File: config.mk
export PLATFORM = sky130hd
export DESIGN_NAME = reg_pipe_flat
export DESIGN_NICKNAME = d
export VERILOG_FILES = /design/src/rtl/reg_pipe_if.sv /design/src/rtl/reg_pipe.sv /design/src/flat_wrapper.sv
export SDC_FILE = /design/constraint.sdc
export NUM_CORES = 1
export LEC_CHECK = 0
export BUFFER_PORTS_ARGS = -buffer_cell sky130_fd_sc_hd__buf_2
export CAP_MARGIN = 30
export CORE_UTILIZATION = 45
export CTS_BUF_LIST = sky130_fd_sc_hd__clkbuf_2 sky130_fd_sc_hd__clkbuf_4 sky130_fd_sc_hd__clkbuf_8
export DETAILED_ROUTE_END_ITERATION = 12
export PLACE_DENSITY_LB_ADDON = 0.1
export SLEW_MARGIN = 20
export SYNTH_ARGS = -nofsm -noshare
export SYNTH_HDL_FRONTEND = slang
export SYNTH_SLANG_ARGS = --single-unit
File: constraint.sdc
create_clock -name clk -period 3.65 [get_ports clk]
set_clock_uncertainty 0.05 [all_clocks]
set_input_delay 0.1825 -clock clk [delete_from_list [all_inputs] [get_ports clk]]
set_output_delay 0.1825 -clock clk [all_outputs]
set_load 0.005 [all_outputs]
File: src/rtl/reg_pipe_if.sv
// reg_pipe_if: handshake bundle carried between producer, reg_pipe and consumer.
// Ports: flush, in_vld/in_rdy/in_data (upstream), out_vld/out_rdy/out_data (downstream), occ.
interface reg_pipe_if #(
  parameter int dw = 8,
  parameter int depth = 2
);
  localparam int cw = $clog2(depth + 1);

  logic          flush;
  logic          in_vld;
  logic          in_rdy;
  logic [dw-1:0] in_data;
  logic          out_vld;
  logic          out_rdy;
  logic [dw-1:0] out_data;
  logic [cw-1:0] occ;

  modport slave (
    input  flush,
    input  in_vld,
    input  in_data,
    input  out_rdy,
    output in_rdy,
    output out_vld,
    output out_data,
    output occ
  );

  modport master (
    output flush,
    output in_vld,
    output in_data,
    output out_rdy,
    input  in_rdy,
    input  out_vld,
    input  out_data,
    input  occ
  );
endinterface

File: src/rtl/reg_pipe.sv
// reg_pipe: elastic depth-stage register chain, valid/ready both sides, bubble collapse, flush.
// Ports: clk, rstn (async active-low), bus (reg_pipe_if.slave: handshake, flush, occupancy).
module reg_pipe #(
  parameter int dw = 8,
  parameter int depth = 2,
  localparam int cw = $clog2(depth + 1)
) (
  input logic       clk,
  input logic       rstn,
  reg_pipe_if.slave bus
);

  logic [depth-1:0] vld;
  logic [dw-1:0]    dat [depth];
  logic [depth-1:0] go;
  logic [depth-1:0] pv;
  logic [dw-1:0]    pd [depth];
  logic [cw-1:0]    cnt;

  // Stage k may load when it is empty or its successor advances;
  // the ripple from out_rdy back to in_rdy is combinational.
  always_comb begin : ready_chain
    logic g;
    g  = bus.out_rdy & ~bus.flush;
    go = '0;
    for (int k = depth - 1; k >= 0; k--) begin
      g     = ~bus.flush & (~vld[k] | g);
      go[k] = g;
    end
  end

  // Source feeding each stage: upstream port for stage 0,
  // previous stage otherwise.
  always_comb begin
    pv[0] = bus.in_vld;
    pd[0] = bus.in_data;
    for (int k = 1; k < depth; k++) begin
      pv[k] = vld[k-1];
      pd[k] = dat[k-1];
    end
  end

  always_ff @(posedge clk or negedge rstn) begin
    if (!rstn) begin
      vld <= '0;
      for (int k = 0; k < depth; k++) begin
        dat[k] <= '0;
      end
    end else if (bus.flush) begin
      vld <= '0;
    end else begin
      for (int k = 0; k < depth; k++) begin
        if (go[k]) begin
          vld[k] <= pv[k];
          if (pv[k]) begin
            dat[k] <= pd[k];
          end
        end
      end
    end
  end

  always_comb begin
    cnt = '0;
    for (int k = 0; k < depth; k++) begin
      cnt = cnt + cw'(vld[k]);
    end
  end

  assign bus.in_rdy   = go[0];
  assign bus.out_vld  = vld[depth-1] & ~bus.flush;
  assign bus.out_data = dat[depth-1];
  assign bus.occ      = cnt;

endmodule

File: src/flat_wrapper.sv
// flat-port wrapper written by rule: the top's interface ports become plain ports
module reg_pipe_flat 
#(
  parameter int dw = 8,
  parameter int depth = 2,
  localparam int cw = $clog2(depth + 1)
)
  (clk, rstn, bus_flush, bus_in_vld, bus_in_data, bus_out_rdy, bus_in_rdy, bus_out_vld, bus_out_data, bus_occ);
  reg_pipe_if #(.dw(dw), .depth(depth)) bus_i ();
  input logic clk;
  input logic rstn;
  input wire logic [$bits(bus_i.flush)-1:0] bus_flush;
  input wire logic [$bits(bus_i.in_vld)-1:0] bus_in_vld;
  input wire logic [$bits(bus_i.in_data)-1:0] bus_in_data;
  input wire logic [$bits(bus_i.out_rdy)-1:0] bus_out_rdy;
  output wire logic [$bits(bus_i.in_rdy)-1:0] bus_in_rdy;
  output wire logic [$bits(bus_i.out_vld)-1:0] bus_out_vld;
  output wire logic [$bits(bus_i.out_data)-1:0] bus_out_data;
  output wire logic [$bits(bus_i.occ)-1:0] bus_occ;
  assign bus_i.flush = bus_flush;
  assign bus_i.in_vld = bus_in_vld;
  assign bus_i.in_data = bus_in_data;
  assign bus_i.out_rdy = bus_out_rdy;
  assign bus_in_rdy = bus_i.in_rdy;
  assign bus_out_vld = bus_i.out_vld;
  assign bus_out_data = bus_i.out_data;
  assign bus_occ = bus_i.occ;
  reg_pipe #(.dw(dw), .depth(depth)) u_core (.clk(clk), .rstn(rstn), .bus(bus_i));
endmodule
== After elaboration in Yosys (flattened, before gate mapping) ==
Cells that the tools add are included.
Word-level totals
  input bits: 13
  flip-flop bits (word level): 18
  output and inout bits: 12
  word-level logic and storage cells: 21
Operators by class
  add/subtract/negate cells: 1
  multiplexer cells: 3
  reduce and logical (&&, ||, !) cells: 4
  bitwise gates (word level): 9
Operators by type and width (count)
  $reduce_and A3 Y1: 2
  $and A1 B1 Y1: 4
  $reduce_bool A2 Y1: 2
  $not A1 Y1: 3
  $add A1 B1 Y2: 1
  $mux W1: 2
  $mux W2: 1
  $or A1 B1 Y1: 2

== Depth between registers and ports, before layout ==
  depth after elaboration: 8
  gate-level depth with buffers: 4
  gate-level depth less buffers: 3

== Worst setup path after synthesis ==
OpenSTA, ideal clock, no wires.
  kind: reg-to-reg
  from: reg u_core.vld[0]
  to: reg u_core.dat[10] (netlist bit)
  arrival time: 1.370 ns
  cell stages (with the launch flop): 5
  required time: 3.475 ns
  path slack: 2.105 ns
  cells stage by stage: dfrtp_1 and3b_1 or3b_1 buf_6 mux2_4
Between the ends
  longest elaborated chain between the ends: 4
RTL lines
  from (decl): RTL line reg_pipe.sv:13  | logic [depth-1:0] vld;
  from (signal, indexed assignment): RTL line reg_pipe.sv:54  | vld[k] <= pv[k];
  $not A1 Y1: RTL line reg_pipe.sv:27  | g = ~bus.flush & (~vld[k] | g);
  $or A1 B1 Y1: RTL line reg_pipe.sv:27
  $and A1 B1 Y1: RTL line reg_pipe.sv:27
  $reduce_and A3 Y1 (no line)
  to (signal, indexed assignment): RTL line reg_pipe.sv:56  | dat[k] <= pd[k];
  to (decl): RTL line reg_pipe.sv:14  | logic [dw-1:0] dat [depth];
Every way passes these cells.
A chain may end at the register's enable or synchronous reset.

== Worst setup path after layout ==
  from: reg u_core.vld[0]
  to: reg u_core.dat[8] (netlist bit)
The elaborated chain is that of the path after synthesis.

==> results.yml <==
grt:
  antenna_found_initial: 0
  grt_pass1_wl_mm: 2.13
  grt_remaining_overflow: 0
  grt_max_degree: 19
  track_usage: 0.156
  grt_pass1_vias: 478
drt:
  drc_errors: 0
  via_per_inst: 4.53
  wl_mm: 1.21
  firstDrtPassIters: 2
  vias: 444
  drtIter0Drc: 2
  ant_nets: 0
  wl_per_cell_um: 12.3
power_and_ir_drop:
  ir_drop_v: 0.000258
  total_power_uw: 480
  powerDensity_nw_per_um2: 511
  p_leak_uw: 0.000484
flow_run:
  drv_cap: 0
hold_path:
  hp-start: "bus_in_data[1]"
  hp-class: "in2reg"
  holdPathEnd: "u_core.dat[9]"
  hold_depth: 2
placed_design:
  io_buffers: 24
  hpwl_um: 846
  dp_cells: 93
  globalplace.congestion: 0.725
  place_area_um2: 892
sta:
  setup_violations: 0
  worst_pin_slew_ns: 0.483
  fin_tns_setup_ns: 0
  rsz0062_at_grt: "false"
  timing_hold_violations_final: 0
  slew_headroom: 0.678
  fmax_mhz: 575
  finalCritPeriodShare: 0.477
  drv_slew: 0
  min_period_ns: 1.74
critical_path:
  reg2reg_slack_ns: 1.91
  reg2reg_depth: 3
  end_kind: "flip-flop"
  crit_required_ns: 3.78
  worstSetupPathType: "reg2reg"
  critPathLaunchType: "flip-flop"
  cp_max_fo: 8
  rr_startpoint: "u_core.vld[0]"
  r2r_end: "u_core.dat[8]"
  cp.arrival_ns: 1.87
final_layout:
  n_fill_cell: 136
  final_area_um2: 938
  area_delta_synth_final_pct: 15.4
  nNetsFinal: 89
  drive_gt1_frac: 0.608
  stdcell_count: 98
  antennaDiodeCount: 0
clock_network:
  cts_tree: "done"
  cts_buffer_depth: 2
  cts_setup_buffers: 0
  clockRootBuffer: "clkbuf_4"
  cts_buffers: 3
  clk_latency_ns: 0.29
  cts.sinks: 18
  clkTransAtPathRegs_ns: 0.10
  htreeDepth: 1
  cts_resized: 0
  holdBufCountCts: 1
die:
  ios: 25
  initial_core_util: 0.510
  core_um2: 1590
  die_x_um: 44.5
  die-area_um2: 1980
  die_h_um: 44.5
  std_cell_rows: 14
yosys:
  netlist_area_um2: 813
  syn-num-nets: 68
  ys_ff_latch: 18
  yosysWarnings: 0
  synthCells: 54
  synth.avg_cell_area_um2: 15.1
  ys_seq_area_frac: 0.554
  synthDistinctLibCells: 12
status:
  status: "complete, no violations"
## where the power goes
part / switching (uW) / internal, uW / leakage (uW)
sequential: 20.0 / 241 / 0.000215
clock: 58.4 / 60.8 / 0.0000210
combinational: 33.6 / 66.3 / 0.000247
total: 112 / 368 / 0.000484
## per-stage QoR
step	hold WS, ns	utilization	setup WS [ns]
3_5_place_dp	0.0761	0.560	1.92
4_1_cts	0.0495	0.589	1.88
5_1_grt	0.0556	0.589	1.85
3_3_place_gp	0.0789	0.560	1.96
2_1_floorplan	-0.163	-	2.11
6_report	0.0678	0.589	1.91
## synth_stat cells
cell	n	area share
and3b_1	1	0.011
or3b_1	1	0.011
mux2_2	8	0.11
buf_4	8	0.074
and2b_1	1	0.0092
dfrtp_1	18	0.55
nor3b_4	1	0.023
buf_6	1	0.014
ha_1	1	0.015
nor2b_1	1	0.0077
nor2_1	5	0.023
mux2_4	8	0.15
## cell usage in the layout (no fill, tap or decap)
cell	Yosys	routed
mux2_4	8	8
dlygate4sd3_1	0	1
nor2_1	5	5
mux2_2	8	8
and2b_1	1	1
nor3b_4	1	1
nor2b_1	1	1
ha_1	1	1
clkbuf_8	0	1
and3b_1	1	1
dfrtp_1	18	18
or3b_1	1	1
buf_2	0	24
clkbuf_4	0	3
## state kept, by name, summed over array words and instances (netlist names)
name	count
u_core.bus.out_data	8
u_core.dat	8
u_core.vld	2
## worst max-delay path by stage
stage                        startpoint        endpoint  slack [ns]  depth (start not counted)
after floorplan           u_core.vld[0]  u_core.dat[10]        2.11                          4
after global placement    u_core.vld[0]  u_core.dat[11]        1.96                          3
after detailed placement  u_core.vld[0]   u_core.dat[8]        1.92                          3
after CTS                 u_core.vld[0]   u_core.dat[8]        1.88                          3
after global routing      u_core.vld[0]  u_core.dat[15]        1.85                          3
final                     u_core.vld[0]   u_core.dat[8]        1.91                          3
## worst max-delay path, stage by stage, from the launching register on
cell     delay (ns)
dfrtp_1        0.42
and3b_1        0.21
or3b_1         0.58
mux2_4         0.37
## final cells by class
class                      count  area (um2)  area share
sequential                    18         450       0.480
multi-input combinational     27         292       0.311
timing repair buffer          25         130       0.139
clock buffer                   4        36.3      0.0387
tap                           24        30.0      0.0320
## kinds of logic (layout without fill, tap and decap cells)
kind of cell,after synthesis,in the layout,share of synthesized area
adder cells (fa/ha/maj),1,1,0.0154
buffers and inverters,9,29,0.0877
flip-flops,18,18,0.554
multiplexers,16,16,0.258
AND/OR/NAND/NOR,10,10,0.0846
## metal layers
metal | GRT usage | wire length [um] | up-vias
li1 | - | - | 220
met1 | 0.188 | 533 | 211
met2 | 0.253 | 613 | 13
met3 | 0.0612 | 58 | 0
met4 | 0.0545 | 0 | 0
met5 | 0 | 0 | -
Note: power is estimated with default switching activity, not from simulation.
